==> src/rtl/fp_align.sv <==
// Pre-add alignment stage for the FP add/sub datapath: exponent compare/swap, then a sticky-aware right shift.
// Optional sticky collection is enabled by defining FP_ALIGN_STICKY_EN; otherwise the shift simply truncates.
module fp_align #(
  parameter int EXP_W = 8,
  parameter int SIG_W = 24
) (
  input  logic               clk,
  input  logic               rst,
  input  logic               in_valid,
  output logic               in_ready,
  input  logic               a_sign,
  input  logic [EXP_W-1:0]   a_exp,
  input  logic [SIG_W-1:0]   a_sig,
  input  logic               b_sign,
  input  logic [EXP_W-1:0]   b_exp,
  input  logic [SIG_W-1:0]   b_sig,
  input  logic               sub,
  output logic               out_valid,
  input  logic               out_ready,
  output logic               out_sign,
  output logic [EXP_W-1:0]   out_exp,
  output logic [SIG_W+2:0]   out_sig_big,
  output logic [SIG_W+2:0]   out_sig_small,
  output logic               out_cin,
  output logic               out_eff_sub,
  output logic               out_swap
);

  localparam int OW = SIG_W + 3;

  // Handshake: a transfer happens on valid & ready at either boundary. Each stage
  // advances when it is empty or when the stage after it is advancing, so a full
  // pipe still moves one op per cycle and no op is dropped or duplicated.
  logic w_s1_en;
  logic w_s2_en;

  logic               r_s1_valid;
  logic               r_s1_sign;
  logic [EXP_W-1:0]   r_s1_exp;
  logic [SIG_W-1:0]   r_s1_big_sig;
  logic [SIG_W-1:0]   r_s1_small_sig;
  logic [EXP_W-1:0]   r_s1_diff;
  logic               r_s1_eff_sub;
  logic               r_s1_swap;

  logic               w_swap;
  logic [EXP_W-1:0]   w_big_exp;
  logic [EXP_W-1:0]   w_small_exp;
  logic [SIG_W-1:0]   w_big_sig;
  logic [SIG_W-1:0]   w_small_sig;
  logic               w_sign;
  logic               w_eff_sub;

  logic [OW-1:0]      w_ext;
  logic [OW-1:0]      w_sh_raw;
  logic [OW-1:0]      w_lost;
  logic [OW-1:0]      w_sh;

  assign w_s2_en  = !out_valid || out_ready;
  assign w_s1_en  = !r_s1_valid || w_s2_en;
  assign in_ready = w_s1_en;

  // Stage 1: equal magnitudes keep a as big, so swap stays 0 on a full tie.
  always_comb begin
    w_swap      = (b_exp > a_exp) || ((b_exp == a_exp) && (b_sig > a_sig));
    w_big_exp   = w_swap ? b_exp : a_exp;
    w_small_exp = w_swap ? a_exp : b_exp;
    w_big_sig   = w_swap ? b_sig : a_sig;
    w_small_sig = w_swap ? a_sig : b_sig;
    w_sign      = w_swap ? (b_sign ^ sub) : a_sign;
    w_eff_sub   = a_sign ^ b_sign ^ sub;
  end

  always_ff @(posedge clk) begin
    if (rst) begin
      r_s1_valid     <= 1'b0;
      r_s1_sign      <= 1'b0;
      r_s1_exp       <= '0;
      r_s1_big_sig   <= '0;
      r_s1_small_sig <= '0;
      r_s1_diff      <= '0;
      r_s1_eff_sub   <= 1'b0;
      r_s1_swap      <= 1'b0;
    end else if (w_s1_en) begin
      r_s1_valid <= in_valid;
      if (in_valid) begin
        r_s1_sign      <= w_sign;
        r_s1_exp       <= w_big_exp;
        r_s1_big_sig   <= w_big_sig;
        r_s1_small_sig <= w_small_sig;
        r_s1_diff      <= w_big_exp - w_small_exp;
        r_s1_eff_sub   <= w_eff_sub;
        r_s1_swap      <= w_swap;
      end
    end
  end

  // Stage 2: w_lost holds exactly the bits that fall off the bottom of the shift;
  // once diff reaches OW the whole extended significand is lost.
  always_comb begin
    w_ext    = {r_s1_small_sig, 3'b000};
    w_sh_raw = (int'(r_s1_diff) >= OW) ? '0 : (w_ext >> r_s1_diff);
    w_lost   = w_ext & ~({OW{1'b1}} << r_s1_diff);
`ifdef FP_ALIGN_STICKY_EN
    w_sh     = {w_sh_raw[OW-1:1], w_sh_raw[0] | (|w_lost)};
`else
    w_sh     = w_sh_raw;
`endif
  end

  always_ff @(posedge clk) begin
    if (rst) begin
      out_valid     <= 1'b0;
      out_sign      <= 1'b0;
      out_exp       <= '0;
      out_sig_big   <= '0;
      out_sig_small <= '0;
      out_cin       <= 1'b0;
      out_eff_sub   <= 1'b0;
      out_swap      <= 1'b0;
    end else if (w_s2_en) begin
      out_valid <= r_s1_valid;
      if (r_s1_valid) begin
        out_sign      <= r_s1_sign;
        out_exp       <= r_s1_exp;
        out_sig_big   <= {r_s1_big_sig, 3'b000};
        out_sig_small <= r_s1_eff_sub ? ~w_sh : w_sh;
        out_cin       <= r_s1_eff_sub;
        out_eff_sub   <= r_s1_eff_sub;
        out_swap      <= r_s1_swap;
      end
    end
  end

endmodule

==> config.mk <==
export PLATFORM = sky130hd
export DESIGN_NAME = fp_align
export DESIGN_NICKNAME = d
export VERILOG_FILES = /design/src/rtl/fp_align.sv
export SDC_FILE = /design/constraint.sdc
export NUM_CORES = 1
export LEC_CHECK = 0
export BUFFER_PORTS_ARGS = -buffer_cell sky130_fd_sc_hd__buf_2
export CAP_MARGIN = 20
export CELL_PAD_IN_SITES_DETAIL_PLACEMENT = 1
export CELL_PAD_IN_SITES_GLOBAL_PLACEMENT = 1
export CORE_MARGIN = 8
export CORE_UTILIZATION = 37
export DETAILED_ROUTE_END_ITERATION = 7
export PLACE_DENSITY_LB_ADDON = 0.1
export SLEW_MARGIN = 40
export SYNTH_ARGS = -nofsm -noshare
export SYNTH_HDL_FRONTEND = slang
export SYNTH_SLANG_ARGS = --single-unit
export TNS_END_PERCENT = 10
==> constraint.sdc <==
create_clock -name clk -period 2.75 [get_ports clk]
set_input_delay 0.4125 -clock clk [delete_from_list [all_inputs] [get_ports clk]]
set_output_delay 0.4125 -clock clk [all_outputs]
set_load 0.05 [all_outputs]
### Word level (Yosys, flattened, before mapping)

Index checks and enable logic that the tools add are counted.

* output and inout bits: 68
* register bits after elaboration: 131
* input bits: 71

* reductions and logical operators: 8
* equal/unequal tests: 1
* bitwise operators: 4
* multiplexer cells: 7
* order comparisons: 3
* add/subtract/negate cells: 1
* shift operators: 1

Operator list (number)
* $mux 27: 2
* $mux 24: 2
* $not 27->27: 1
* $shr 27x8->27: 1
* $gt 24x24->1: 1
* $mux 8: 2
* $eq 8x8->1: 1
* $ge 8x5->1 const B: 1
* $gt 8x8->1: 1
* $sub 8x8->8: 1
* $reduce_and 2->1: 2
* $logic_or 1x1->1: 3
* $xor 1x1->1: 3
* $logic_not 1->1: 2
* $logic_and 1x1->1: 1
* $mux 1: 1

### Logic depth before layout (Yosys ltp)

Gate-level depths: netlist of run 1.

* depth after elaboration: 5
* mapped depth: 14
* gate-level depth less buffers: 12

### Least setup slack after synthesis of run 1

OpenSTA, ideal clock, no wires.

* path kind: input-to-reg
* from: in a_exp[1]
* to: reg r_s1_diff[6]
* cell stages on the path: 13
* setup time: 0.132 ns
* buffers on the path: 1
* data arrival time: 2.832 ns
* slack: -0.214 ns
* path through: inv_1 ha_1 and3_4 a221o_1 a221oi_2 a31oi_2 and2_1 buf_6 a41oi_2 o2111ai_1 a211oi_2 xor2_1 o31ai_1

* cells in the longest elaborated chain, start to end: 5
* elaborated cells between the ends (all ways): 7
* classes of those cells: add/sub (1); order compare (1); eq/ne (1); mux (2); reduce/logical (2)

Ends and longest elaborated chain
* from (decl): line 12 `input logic [EXP_W-1:0] a_exp,`
* branches (longest 4 deep; another with $gt 8x8->1)
* $sub 8x8->8 *: line 91 `r_s1_diff <= w_big_exp - w_small_exp;`
* to (signal assigned): line 91
* to (decl): line 42 `logic [EXP_W-1:0] r_s1_diff;`

Mark *: on every way between the ends.
A chain may end at the register's enable or synchronous reset.

### Final worst setup path of run 1

* from: in a_sig[19]
* to: reg r_s1_diff[5]

* cells in the longest elaborated chain, start to end: 5
* elaborated cells between the ends (all ways): 6
* classes of those cells: add/sub (1); order compare (1); mux (2); reduce/logical (2)

Ends and longest elaborated chain
* from (decl): line 13 `input logic [SIG_W-1:0] a_sig,`
* $gt 24x24->1 *: line 65 `w_swap = (b_exp > a_exp) || ((b_exp == a_exp) && (b_sig > a_sig));`
* $logic_and 1x1->1 *: line 65
* $logic_or 1x1->1 *: line 65
* $mux 8, on equally long branches: line 66, 67
* $sub 8x8->8 *: line 91

Every way passes the cells marked *; elsewhere a longest branch is shown, timed or not.

==> impl_metrics.toml, run 1 <==
[min_path]
holdPathStages = 3
hp-start = "in_valid"
hold_class = "input pin to flop"

[place]
dp_cells = 1490
globalplace.congestion = 0.8386
portBuffers = 135
dp_hpwl_mm = 19.55

[layout]
final_layout_size_suffix_gt1_share_pct = 32.72
areaGrowthSynthToFinish_pct = 36.92
fillers = 2589
final_cell_mix = "nand2_1 (212), dfxtp_1 (131), nor2_1 (129), buf_4 (129), buf_2 (124)"
final_cells = 1530
nets = 1343
final_common_cell = "nand2_1"

[yosys]
ys_warn_count = 0
synth.distinct_cells = 63
synth_enable_flop_cells = 0
async_reset_ff_share_pct = 0
synth_flop_cell = "dfxtp_1"
syn_area_mm2 = 0.007843
ys_seq_area_share_pct = 33.44
syn_area_per_cell_um2 = 7.585
synth-seq-cells = 131
syn_inst = 1034

[cts]
cts.path.max_buffers = 2
cts.sink_count = 131
htree_levels = 4
cts_tree = "yes"
insertion_delay_ns = 0.43
cts-hold-fix-buffers = 0
clk_transition_reported_paths_ns = 0.06
cts_buffers = 17
cts-root-buf = "clkbuf_16"

[floorplan]
die_w_um = 161.6
dieArea_mm2 = 0.02611
core-area_mm2 = 0.02089
die_h_um = 161.6
rows = 53
ios = 139
start_util_pct = 37.54

[sta]
hold_violations = 0
period_minus_slack_ns = 2.747
skew_ns = 0.01028
rsz0062_at_grt = "true"
finalMaxSlewViolations = 0
fmax_mhz = 364.1
period_share_pct = 99.88
slew_headroom_pct = 57.84
setup_viol = 0
tightest_slew_ns = 0.6324

[critical_path]
critical_path_arrival_ns = 3.03
crit_fanout = 7
cp-startpoint = "a_sig[19]"
rr_worst_depth = 11
cp-start-kind = "input pin"
required_ns = 3.03
cp-end-kind = "flop"
cp.depth = 14
path_delay_family = "simple AND/OR/NAND/NOR gates"
critical_path.max_stage_delay_ns = 0.40
regToRegStartpoint = "r_s1_diff[0]"
critPathSlowestCell = "or3_4"
path_class = "input pin to flop"
path_cells = "buf_8, inv_4, ha_4, nand4_1, buf_4, nor4_4, o311ai_4, o2111ai_4, and2_4, o221ai_2, and4b_2, or3_4, nand3_2, a21oi_2"
critPathBufInv = 3

[global_routing]
grt_pass1_vias = 8304
grt_max_degree = 79
grt_overflow = 0
antenna_found_initial = 5
track_usage_pct = 20.09
grt_pass1_wl_mm = 42.93

[flow_run]
max_cap_viol_count = 0

[drt]
num_vias = 8075
drtPass1Iterations = 4
route.detailed.drc = 0
vias_per_cell = 5.278
antenna_left = 0
wl_per_cell_um = 17.54
drt_iter0_markers = 422
routed_wl_mm = 26.84

[power]
irDropWorstVdd_mv = 0.3845
finalPower_mw = 6.195
pwr_density_cell_mw_per_mm2 = 576.9
power_leakage_nw = 4.447

[run_status]
status = "finished clean"
==> final timing paths <==
path	end	slack (ns)
hold / removal	r_s1_valid	0.24
hold reg to reg	out_sig_small[3]	0.45
setup reg to reg	out_sig_small[4]	0.38
setup / recovery	r_s1_diff[5]	0.003
==> power breakdown <==
group	leakage, nW	switching (mW)	internal [mW]
logic	3.12	1.15	0.761
clock network	0.248	0.969	1.17
registers	1.08	0.109	2.04
total	4.45	2.23	3.97
==> layer usage <==
layer  wire length [um]  track usage (%)  share of wire [%]
met3               1300            4.734                4.8
met1              12010            24.45                 45
met5                 49                0               0.18
met4                289            5.261                1.1
met2              13190            34.91                 49
==> Yosys cell counts, types with 2 or more instances <==
cell type,instances,area (um2)
and2_1,3,18.77
mux4_2,18,405.4
a311oi_1,36,315.3
a21o_1,2,15.01
and4_1,2,17.52
buf_1,9,33.78
nand3_1,26,130.1
a31oi_1,7,43.79
inv_1,38,142.6
o2111ai_1,3,26.28
o21ai_0,40,200.2
a2bb2oi_1,2,17.52
nor3_1,7,35.03
mux2_2,4,45.04
o211ai_1,5,37.54
mux2i_1,8,80.08
a211oi_2,4,50.05
o31ai_2,2,25.02
nor2b_1,6,37.54
xnor2_1,12,105.1
nor2_1,132,495.5
nand4_1,6,37.54
nand3b_1,3,22.52
ha_1,32,400.4
buf_2,6,30.03
and3_1,3,18.77
o22ai_1,7,43.79
buf_4,4,30.03
clkbuf_1,69,259.0
or3_1,7,43.79
xor2_1,17,148.9
a211oi_1,42,315.3
nand2_1,212,795.8
nand2b_1,4,25.02
a21oi_1,97,485.5
o311ai_1,2,17.52
dfxtp_1,131,2623
==> per-stage QoR <==
stage	utilization [%]	hold slack [ns]	instance area, um2	worst slack (ns)	setup TNS [ns]
floorplan	-	0.4323	7920	-0.1166	-0.2478
global placement	46.40	0.4391	9692	-0.4916	-18.54
detailed placement	46.40	0.4439	9692	-0.5298	-23.92
CTS	49.46	0.2284	10330	-0.002859	-0.002859
global route	51.39	0.2400	10740	-0.1245	-0.3298
finish	51.40	0.2356	10740	0.003298	0
==> worst register-to-register path: stages, from the launching register on <==
cell and delay, ns:
dfxtp_1 0.35, buf_12 0.23, mux4_2 0.53, nand2_1 0.10
nor2_1 0.05, a31oi_1 0.22, nor2_1 0.09, a21oi_1 0.17
o21ai_0 0.16, xor2_1 0.18, nand2_1 0.09, a21oi_1 0.07
==> cell families after synthesis <==
group           after synthesis  share of synthesized area, %
other cells                   1                       0.04782
mux                          30                         6.765
xor+xnor                     29                         3.239
fa+ha+maj                    32                         5.105
flops                       131                         33.44
simple gates                420                         22.54
compound gates              264                         22.40
buf+inv                     127                         6.461
==> sequential cells by signal, indices dropped and copies added (netlist names), 8 cells and up <==
register	count
r_s1_big_sig	24
r_s1_exp	8
out_sig_small	27
out_exp	8
out_sig_big	24
r_s1_diff	8
r_s1_small_sig	24
==> layout make-up <==
type / count / area [um2] / area share [%]
repair buffers: 274 / 1903 / 17.72
multi-input cells: 778 / 5167 / 48.12
flip-flops and latches: 131 / 2623 / 24.42
inverters: 38 / 148.9 / 1.387
diodes: 2 / 5.005 / 0.04661
well taps: 275 / 344.1 / 3.204
clock inverters: 15 / 121.4 / 1.130
clock buffers: 17 / 425.4 / 3.962
==> repair_timing <==
item	CTS	global route
cloned	0	0
setup endpoints to repair	7	57
gates resized for setup	12	72
pin swaps	10	39
buffers inserted	1	6
(Power assumes the default switching activity.)
==> run 2: changes to the inputs <==
- CORE_ASPECT_RATIO: unset -> 0.8
==> impl_metrics.toml, run 2 (same netlist as run 1, synthesis figures left out) <==
[layout]
postLayoutCoreUtil_pct = 51.68
multi_input_area_mm2 = 0.005091
register_area_mm2 = 0.002623
nets = 1353
diodes = 0
final_layout_size_suffix_gt1_share_pct = 31.75
final_common_cell = "nand2_1"
largest_register_ffs = 27
regMostFlops = "out_sig_small"
fillers = 2589
areaGrowthSynthToFinish_pct = 36.81
final_cells = 1532
final_cell_mix = "nand2_1 (212), buf_4 (139), nor2_1 (131), dfxtp_1 (131), buf_2 (125)"

[cts]
cts_tree = "yes"
insertion_delay_ns = 0.43
cts.sink_count = 131
cts-hold-fix-buffers = 0
htree_levels = 4
clk_transition_reported_paths_ns = 0.06
cts-root-buf = "clkbuf_16"
cts.path.max_buffers = 2
cts_buffers = 17

[power]
pwr_density_cell_mw_per_mm2 = 583.0
irDropWorstVdd_mv = 0.4276
power_leakage_nw = 4.504

[sta]
period_minus_slack_ns = 2.759
period_share_pct = 100.3
rsz0062_at_grt = "true"
skew_ns = 0.01784
slew_headroom_pct = 53.06
hold_ws_ns = 0.2461
hold_violations = 0
setup_ws_ns = -0.008855
fmax_mhz = 362.5
tightest_slew_ns = 0.7041
setup_viol = 1
finalMaxSlewViolations = 0

[critical_path]
path_cells = "buf_2, clkinvlp_4, ha_4, and3_4, a221o_1, a221oi_2, a31oi_4, a211oi_2, o211ai_1, and4b_2, or3_1, nand3_1, a21oi_2"
critical_path_arrival_ns = 3.04
cp-end-kind = "flop"
regToRegStartpoint = "r_s1_diff[0]"
crit_fanout = 8
path_class = "input pin to flop"
critical_path.max_stage_delay_ns = 0.37
cp-start-kind = "input pin"
cp-startpoint = "a_exp[1]"
required_ns = 3.03
critPathSlowestCell = "or3_1"

[global_routing]
grt_pass1_wl_mm = 43.24
track_usage_pct = 20.30
antenna_found_initial = 7
grt_pass1_vias = 8353
grt_max_degree = 55
grt_overflow = 0

[floorplan]
die_h_um = 146.2
rows = 47
start_util_pct = 37.78
core-area_mm2 = 0.02076
ios = 139
dieArea_mm2 = 0.02614
die_w_um = 178.8

[flow_run]
max_cap_viol_count = 0

[place]
portBuffers = 135
dp_cells = 1486
dp_hpwl_mm = 19.70
globalplace.congestion = 0.8671

[min_path]
hold_class = "input pin to flop"
hp-start = "in_valid"

[drt]
routed_wl_mm = 27.26
num_vias = 8103
antenna_left = 0
drt_iter0_markers = 293
route.detailed.drc = 0
vias_per_cell = 5.289
drtPass1Iterations = 4
wl_per_cell_um = 17.79

[run_status]
violations = "negative setup slack"
status = "finished with violations"
==> run 2: cell count changes in the layout (fill, tap and decap cells not counted), moves of 3 or more <==
cell        change
clkinvlp_4      -5
clkinv_4        +5
inv_6           -3
inv_4           +3
buf_4          +10
inv_1           +7
inv_2          -10
ha_4            -3
ha_1            +3
==> run 2: what timing repair did <==
| item | 4_1_cts | 5_1_grt |
|---|---|---|
| setup endpoints to repair | 7 | 34 |
| pin swaps | 8 | 20 |
| gates resized for setup | 9 | 58 |
| buffers inserted | 4 | 10 |
==> run 2: stage by stage <==
| step | setup WS [ns] | total power [mW] | setup TNS, ns | cell area [um2] |
|---|---|---|---|---|
| 2_1_floorplan | -0.1166 | 3.349 | -0.2478 | 7920 |
| 3_3_place_gp | -0.4622 | 3.955 | -15.77 | 9687 |
| 3_5_place_dp | -0.5789 | 3.989 | -22.28 | 9687 |
| 4_1_cts | 0.006984 | 6.224 | 0 | 10330 |
| 5_1_grt | -0.1139 | 6.583 | -0.4261 | 10730 |
| 6_report | -0.008855 | 6.255 | -0.008855 | 10730 |
==> run 2: worst paths after layout <==
kind / endpoint / slack [ns] / depth (start not counted)
min: r_s1_valid / 0.25 / 3
max reg2reg: out_sig_small[2] / 0.36 / 9
max: r_s1_diff[5] / -0.009 / 13
min reg2reg: out_sig_small[1] / 0.45 / 2
==> run 2: cell type report <==
type	count	share of cell area, %
clock buffers	18	4.000
clock inverters	14	1.213
inverters	38	1.458
multi-input cells	778	47.45
flip-flops and latches	131	24.44
well taps	269	3.137
repair buffers	284	18.30
==> run 2: per-layer routing <==
layer,share of wire [%],vias up,routed length (um),global-route usage (%)
met1,46,3876,12670,26.31
met5,0.37,-,100,0
li1,-,4055,-,-
met2,47,125,12720,32.94
met3,5.3,33,1455,5.541
met4,1.1,14,310,4.622
==> run 2: where the power goes <==
group,switching [mW],internal (mW),total [mW]
clock,0.948,1.25,2.20
combinational,1.15,0.758,1.90
sequential,0.115,2.04,2.15
==> run 2: critical path, delay by kind of cell <==
| family | cells | cell delay [ns] |
|---|---|---|
| buffers and inverters | 2 | 0.22 |
| adders and majority gates | 1 | 0.23 |
| AOI/OAI and AO/OA | 6 | 1.25 |
| and+or+nand+nor | 4 | 0.93 |
